## src/rtl/fft16_stage1_ctrl.sv

```systemverilog
// Stage-1 sequencer for a 16-point radix-4 FFT: it turns a serial input into a parallel butterfly frame
// and streams the captured results back out. Optional macro FFT16_S1_OVERLAP_EN loads the next frame while results drain.
module fft16_stage1_ctrl #(
  parameter int unsigned BFLY_LAT = 1  // legal range 1..15
) (
  input  logic         clk,
  input  logic         rst_n,
  input  logic         in_valid,
  output logic         in_ready,
  input  logic [15:0]  in_re,
  input  logic [15:0]  in_im,
  output logic [255:0] bfly_re_o,
  output logic [255:0] bfly_im_o,
  input  logic [255:0] bfly_re_i,
  input  logic [255:0] bfly_im_i,
  output logic         out_valid,
  input  logic         out_ready,
  output logic [15:0]  out_re,
  output logic [15:0]  out_im,
  output logic         out_last,
  output logic         busy,
  output logic [1:0]   dbg_state_o
);

  // Handshakes: a beat transfers on a rising edge where valid && ready. in_ready and out_valid
  // come only from registered state; they never look at in_valid or out_ready.
  typedef enum logic [1:0] {
    S_LOAD    = 2'd0,
    S_COMPUTE = 2'd1,
    S_HOLD    = 2'd2
  } state_e;

  localparam logic [3:0] LAT_M1 = 4'(BFLY_LAT - 1);

  state_e       state_q, state_d;
  logic [3:0]   wr_idx_q, wr_idx_d;
  logic [3:0]   cnt_q, cnt_d;
  logic [3:0]   rd_idx_q, rd_idx_d;
  logic         res_full_q, res_full_d;
  logic [255:0] in_re_q, in_im_q;
  logic [255:0] res_re_q, res_im_q;

  logic in_hs;
  logic out_hs;
  logic last_hs;
  logic cnt_done;
  logic capture;

  // State register and data buffers
  always_ff @(posedge clk or negedge rst_n) begin
    if (!rst_n) begin
      state_q    <= S_LOAD;
      wr_idx_q   <= '0;
      cnt_q      <= '0;
      rd_idx_q   <= '0;
      res_full_q <= 1'b0;
      in_re_q    <= '0;
      in_im_q    <= '0;
      res_re_q   <= '0;
      res_im_q   <= '0;
    end else begin
      state_q    <= state_d;
      wr_idx_q   <= wr_idx_d;
      cnt_q      <= cnt_d;
      rd_idx_q   <= rd_idx_d;
      res_full_q <= res_full_d;
      if (in_hs) begin
        in_re_q[{wr_idx_q, 4'b0000} +: 16] <= in_re;
        in_im_q[{wr_idx_q, 4'b0000} +: 16] <= in_im;
      end
      if (capture) begin
        res_re_q <= bfly_re_i;
        res_im_q <= bfly_im_i;
      end
    end
  end

  // Next-state logic
  always_comb begin
    state_d    = state_q;
    wr_idx_d   = wr_idx_q;
    cnt_d      = '0;
    rd_idx_d   = rd_idx_q;
    res_full_d = res_full_q;

    unique case (state_q)
      S_LOAD: begin
        if (in_hs) begin
          wr_idx_d = wr_idx_q + 4'd1;
          if (wr_idx_q == 4'd15) state_d = S_COMPUTE;
        end
      end
      S_COMPUTE: begin
        cnt_d = cnt_q + 4'd1;
        // The last compute cycle captures directly when the result buffer is free.
        if (cnt_done) state_d = capture ? S_LOAD : S_HOLD;
      end
      S_HOLD: begin
        if (capture) state_d = S_LOAD;
      end
      default: state_d = S_LOAD;
    endcase

    if (capture) begin
      res_full_d = 1'b1;
      rd_idx_d   = '0;
    end else if (out_hs) begin
      rd_idx_d = rd_idx_q + 4'd1;
      if (last_hs) res_full_d = 1'b0;
    end
  end

  // Outputs and handshake decode
  always_comb begin
`ifdef FFT16_S1_OVERLAP_EN
    in_ready = (state_q == S_LOAD);
`else
    in_ready = (state_q == S_LOAD) && !res_full_q;
`endif
    out_valid   = res_full_q;
    out_re      = res_full_q ? res_re_q[{rd_idx_q, 4'b0000} +: 16] : 16'h0000;
    out_im      = res_full_q ? res_im_q[{rd_idx_q, 4'b0000} +: 16] : 16'h0000;
    out_last    = res_full_q && (rd_idx_q == 4'd15);
    busy        = (state_q != S_LOAD) || (wr_idx_q != 4'd0) || res_full_q;
    dbg_state_o = state_q;
    bfly_re_o   = in_re_q;
    bfly_im_o   = in_im_q;

    in_hs    = in_valid && in_ready;
    out_hs   = res_full_q && out_ready;
    last_hs  = out_hs && (rd_idx_q == 4'd15);
    cnt_done = (state_q == S_COMPUTE) && (cnt_q == LAT_M1);
    // A final drain beat frees the buffer in the same edge the new frame lands.
    capture  = (cnt_done || (state_q == S_HOLD)) && (!res_full_q || last_hs);
  end

endmodule

```

## config.mk

```make
export PLATFORM = sky130hd
export DESIGN_NAME = fft16_stage1_ctrl
export DESIGN_NICKNAME = d
export VERILOG_FILES = /design/src/rtl/fft16_stage1_ctrl.sv
export SDC_FILE = /design/constraint.sdc
export NUM_CORES = 2
export LEC_CHECK = 0
export ABC_AREA = 1
export BUFFER_PORTS_ARGS = -buffer_cell sky130_fd_sc_hd__buf_2
export CORE_AREA = 2 2 426 428
export CTS_BUF_LIST = sky130_fd_sc_hd__clkbuf_4
export CTS_CLUSTER_SIZE = 10
export DETAILED_ROUTE_END_ITERATION = 6
export DIE_AREA = 0 0 428 430
export GPL_TIMING_DRIVEN = 0
export PLACE_DENSITY = 0.54
export SETUP_SLACK_MARGIN = 0.5
export SYNTH_ARGS = -nofsm -noshare
export SYNTH_HDL_FRONTEND = slang
export SYNTH_SLANG_ARGS = --single-unit
```

## constraint.sdc

```tcl
create_clock -name clk -period 2.7 [get_ports clk]
set_input_delay 0.135 -clock clk [delete_from_list [all_inputs] [get_ports clk]]
set_output_delay 0.135 -clock clk [all_outputs]
set_load 0.005 [all_outputs]
```

# ---- Word-level counts from Yosys, hierarchy flattened
# Index checks and enable logic that the tools add are counted.
dict set report totals {
  ff_bits 1039
  in_bits 548
  output_inout_bits 550
}
dict set report op_classes {
  addsub 4
  eq_ne 8
  shifts 5
  muxes 16
  reduce_logical 21
}
# op n
set op_table {}
lappend op_table {{256-bit bitwise mux} 2}
lappend op_table {{16-bit by 10-bit indexed part select with 256-bit output} 2}
lappend op_table {{256-bit by 9-bit indexed part select with 16-bit output} 2}
lappend op_table {{16-bit by 10-bit variable shift with 256-bit output (first input constant)} 1}
lappend op_table {{16-bit 2-to-1 mux} 2}
lappend op_table {{4-bit by 1-bit adder with 4-bit output (second input constant)} 3}
lappend op_table {{4-bit 2-to-1 mux} 3}
lappend op_table {{2-bit 2-to-1 mux} 5}
lappend op_table {{8-bit negation with 10-bit output} 1}
lappend op_table {{4-bit == test (second input constant)} 2}
lappend op_table {{2-bit != test (second input constant)} 4}
lappend op_table {{1-bit logical AND} 7}
lappend op_table {{2-bit one-hot mux with 3 select lines} 1}
lappend op_table {{2-bit nonzero test} 3}
lappend op_table {{4-bit zero test} 1}
lappend op_table {{1-bit logical OR} 4}
lappend op_table {{2-bit AND reduction} 2}
lappend op_table {{4-bit AND reduction} 1}
lappend op_table {{4-bit nonzero test} 1}
lappend op_table {{1-bit 2-to-1 mux} 3}
lappend op_table {{2-bit by 1-bit == test with 1-bit output (second input constant)} 1}
lappend op_table {{2-bit == test (second input constant)} 1}
lappend op_table {{2-bit zero test} 1}
lappend op_table {{1-bit zero test} 1}

# ---- Longest topological paths before layout
dict set report depth {
  ltp_word 7
  ltp_mapped 12
  ltp_nobuf 9
}

# ---- Worst setup path after synthesis
# OpenSTA, ideal clock, no wires.
dict set report synth_timing {
  kind {reg2reg}
  from {reg wr_idx_q[0]}
  to {reg in_im_q[52] (netlist: bfly_im_o[52])}
  arrival_ns 2.399
  path_slack_ns 0.171
  stages_incl_launch_ff 13
  n_path_buf 4
  path_cell_list {dfrtp_1 inv_1 buf_2 buf_1 ha_1 xnor2_2 inv_1 buf_2 nor2_1 nand3_2 clkbuf_1 nand2_1 o21ai_0}
}
dict set report synth_via {
  elab_chain_len 3
  elab_cells_between_ends 4
  classes_between {add/sub (1); shift (2); mux (1)}
}
# item line
set synth_lines {}
lappend synth_lines {{from (decl)} 36} ;# logic [3:0] wr_idx_q, wr_idx_d;
lappend synth_lines {{from (signal assigned)} 63} ;# wr_idx_q <= wr_idx_d;
lappend synth_lines {{8-bit negation with 10-bit output *} 69} ;# in_im_q[{wr_idx_q, 4'b0000} +: 16] <= in_im;
lappend synth_lines {{16-bit by 10-bit indexed part select with 256-bit output / 16-bit by 10-bit variable shift with 256-bit output (equally long branches)} 69}
lappend synth_lines {{256-bit bitwise mux *} 69}
lappend synth_lines {{to (signal, indexed assignment)} 69}
lappend synth_lines {{to (decl)} 40} ;# logic [255:0] in_re_q, in_im_q;
# Every way passes the cells marked *; elsewhere a longest branch is shown, timed or not.
# A chain may end at the register's enable or synchronous reset.

# ---- Final worst setup path
dict set report layout_timing {
  from {reg rd_idx_q[0]}
  to {out out_im[5]}
}
dict set report layout_via {
  elab_chain_len 2
}
# item line
set layout_lines {}
lappend layout_lines {{from (decl)} 38} ;# logic [3:0] rd_idx_q, rd_idx_d;
lappend layout_lines {{from (signal assigned)} 65} ;# rd_idx_q <= rd_idx_d;
lappend layout_lines {{256-bit by 9-bit indexed part select with 16-bit output} 122} ;# out_im = res_full_q ? res_im_q[{rd_idx_q, 4'b0000} +: 16] : 16'h0000;
lappend layout_lines {{16-bit 2-to-1 mux} 122}
lappend layout_lines {{to (decl)} 19} ;# output logic [15:0] out_im,
# Every way passes these cells.

==> flow_summary.toml <==
[timing]
worst_slew_margin_rel = 0.326
clock_skew_ps = 94.8
finalSetupViolations = 45
min_period_over_period = 1.29
fin_crit_ps = 3480
fmax_mhz = 288
final_hold_viol_count = 398
hold_slack_ps = -1300
tightest_slew_ps = 1010
slew_viol_final = 0
rsz0062_at_grt = "true"
setup_ws_ps = -776
tns_ps = -21880

[detailed_routing]
firstDrtPassIters = 7
first_iter_violations = 5660
wl_met2_um = 142000
via_count = 56144
wl_um = 293000
drc = 15
ant_nets = 0
viasPerCell = 5.04
met3_length_um = 27800
met1Wirelength_um = 98500
top_layer = "met5"
wl_per_cell_um = 26.3

[clock_tree]
clkLatencyLatePin_ps = 1370
cts.path.max_buffers = 4
htreeDepth = 5
tritoncts = "built"
clock_sinks = 1039
path_clk_slew_ps = 70
root_buffer = "clkbuf_4"
numCtsBuffers = 314

[cells_and_area]
final_common_cell = "nand2_1"
multiInputGateArea_um2 = 18100
nets = 9081
fillers = 16884
final_layout_size_suffix_gt1_frac = 0.282
design_area_um2 = 78300
seq_area_um2 = 26000
area_growth_pct = 74.9
layout_common_cells = "1970 x nand2_1, 1446 x dlygate4sd3_1, 1151 x buf_2"

[placed_design]
dp_hpwl_um = 186000
io_buffers = 1097
dpl_cell_area_um2 = 53500
place_ws_ps = -1320
gp_congestion = 0.940

[yosys]
synth_adder_area_share = 0.00196
yosys.cell_types.count = 28
avgSynthCellArea_um2 = 8.10
synth_xor_area_frac = 0.00173
synth_compound_area_frac = 0.0848
yosys_warnings = 0
synthCells = 5525
synth_area_leader_cell = "dfrtp_1"
synth_top_area_frac = 0.581
synth_mux_area_frac = 0
syn_nets = 6080
synth_top_family_by_area = "simple AND/OR/NAND/NOR gates"
synth_seq_cells = 1039
yosysSeqAreaShare = 0.581
synth_simple_gate_area_frac = 0.257
netlist_area_um2 = 44700
synth_area_leaders = "dfrtp_1 58%, nand2_1 18%, o21ai_0 7.4%"

[run_status]
status = "complete, but fails checks"
violations = "design-rule violations, negative hold slack, negative setup slack"

[die]
coreArea_um2 = 180000
dieArea_um2 = 184000
die_y_um = 430
fp.dieW_um = 428
rows = 156
start_util = 0.249
io_pins = 1098

[critical_path]
cp-start-kind = "register"
worstPathRequired_ps = 2570
crit_slowest_cell = "dfrtp_2"
crit_chain = "buf_6, clkbuf_16, clkbuf_16, nand2_1, nand3_1, nand3_4, nand3_1, a21oi_2, buf_2"
path_buf_inv = 4
worst_path_largest_cell_delay_ps = 450
critPathKind = "reg -> out"
critical_path.top_delay_family = "buffers and inverters"
worstPathMaxFanout = 10
arrival_ps = 3340
critPathCaptureType = "primary output"

[global_routing]
grt_usage = 0.313
grt_overflow = 0
first_global_vias = 57891
antenna_found_initial = 79
grt_pass1_wl_um = 414000
grt_max_degree = 161

[flow_run]
max_cap_violations = 0

[power_and_ir_drop]
max-vdd-ir-drop_v = 0.000511
p_total_uw = 81500
power_leakage_uw = 0.0394
p_per_area_nw_per_um2 = 1040

[worst_hold_path]
worstHoldPathType = "in -> async"
## stage by stage
stage          instances   util
6_report           11145  0.435
5_1_grt            11125  0.435
4_1_cts            11056  0.424
3_5_place_dp        8999  0.298
3_3_place_gp        8992  0.297
2_1_floorplan       5525      -
## logic make-up (layout without fill, tap and decap cells)
family	Yosys count	in the layout
buffers and inverters	842	4045
DFF	1039	1039
and+or+nand+nor	2871	2872
xor gates and xnor gates	8	8
AOI/OAI and AO/OA	758	758
adders and majority gates	7	7
other	0	46
## synth_stat cells
master / n
nand2_1: 2094
dfrtp_1: 1039
o21ai_0: 663
inv_1: 494
nand3_1: 408
nor2_1: 282
clkbuf_1: 204
buf_2: 85
o21ai_1: 62
nor3_1: 59
buf_1: 45
a21oi_1: 33
nand4_1: 12
ha_1: 7
inv_2: 6
xor2_1: 6
buf_4: 5
nand2_4: 4
nand2_2: 3
nand3_2: 3
clkinv_1: 2
nor2_2: 2
nor2_4: 2
buf_6: 1
nor2_8: 1
nor3_4: 1
xnor2_1: 1
xnor2_2: 1
## routing by layer
| layer | vias up | GRT usage |
|---|---|---|
| met3 | 1493 | 0.107 |
| met4 | 48 | 0.217 |
| met5 | - | 0.00833 |
| met1 | 26722 | 0.331 |
| li1 | 23553 | - |
| met2 | 4328 | 0.526 |
## final timing paths
path	start	end	slack, ps	cells past startpoint
max	rd_idx_q[0]	out_im[5]	-780	9
min	rst_n	res_re_q[170]	-1300	1
max reg2reg	wr_idx_q[0]	bfly_re_o[51]	-30	18
min reg2reg	bfly_re_o[106]	bfly_re_o[106]	470	2
max in group asynchronous	rst_n	bfly_re_o[44]	910	4
min in group clk	bfly_im_i[59]	res_im_q[59]	150	5
## flip-flops by register name, indices dropped and copies added (netlist names)
register / count
cnt_q: 4
dbg_state_o: 2
out_valid: 1
bfly_re_o: 256
bfly_im_o: 256
res_im_q: 256
rd_idx_q: 4
res_re_q: 256
wr_idx_q: 4
## area by class of cell
cell class,count,area share
Antenna cell,46,0.00147
Clock buffer,440,0.0422
Sequential cell,1039,0.332
Clock inverter,79,0.00496
Tap cell,2370,0.0379
Timing Repair Buffer,2684,0.281
Inverter,502,0.0247
Buffer,340,0.0438
Multi-Input combinational cell,3645,0.232
## timing repair
| action | 4_1_cts | 5_1_grt |
|---|---|---|
| endpoints found under the hold margin | 1507 | 399 |
| pin swaps | 105 | 105 |
| gates cloned | 20 | 15 |
| hold buffers | 1448 | 1 |
| setup buffers | 70 | 27 |
| endpoints found under the setup margin | 1162 | 994 |
| resized for setup | 953 | 430 |
## report_power, final
| group | total [µW] | internal, µW | switching [µW] |
|---|---|---|---|
| Sequential | 24700 | 21700 | 3070 |
| Clock | 15300 | 7740 | 7520 |
| Combinational | 41500 | 14900 | 26500 |
| Total | 81500 | 44400 | 37100 |
(Power assumes the default switching activity.)
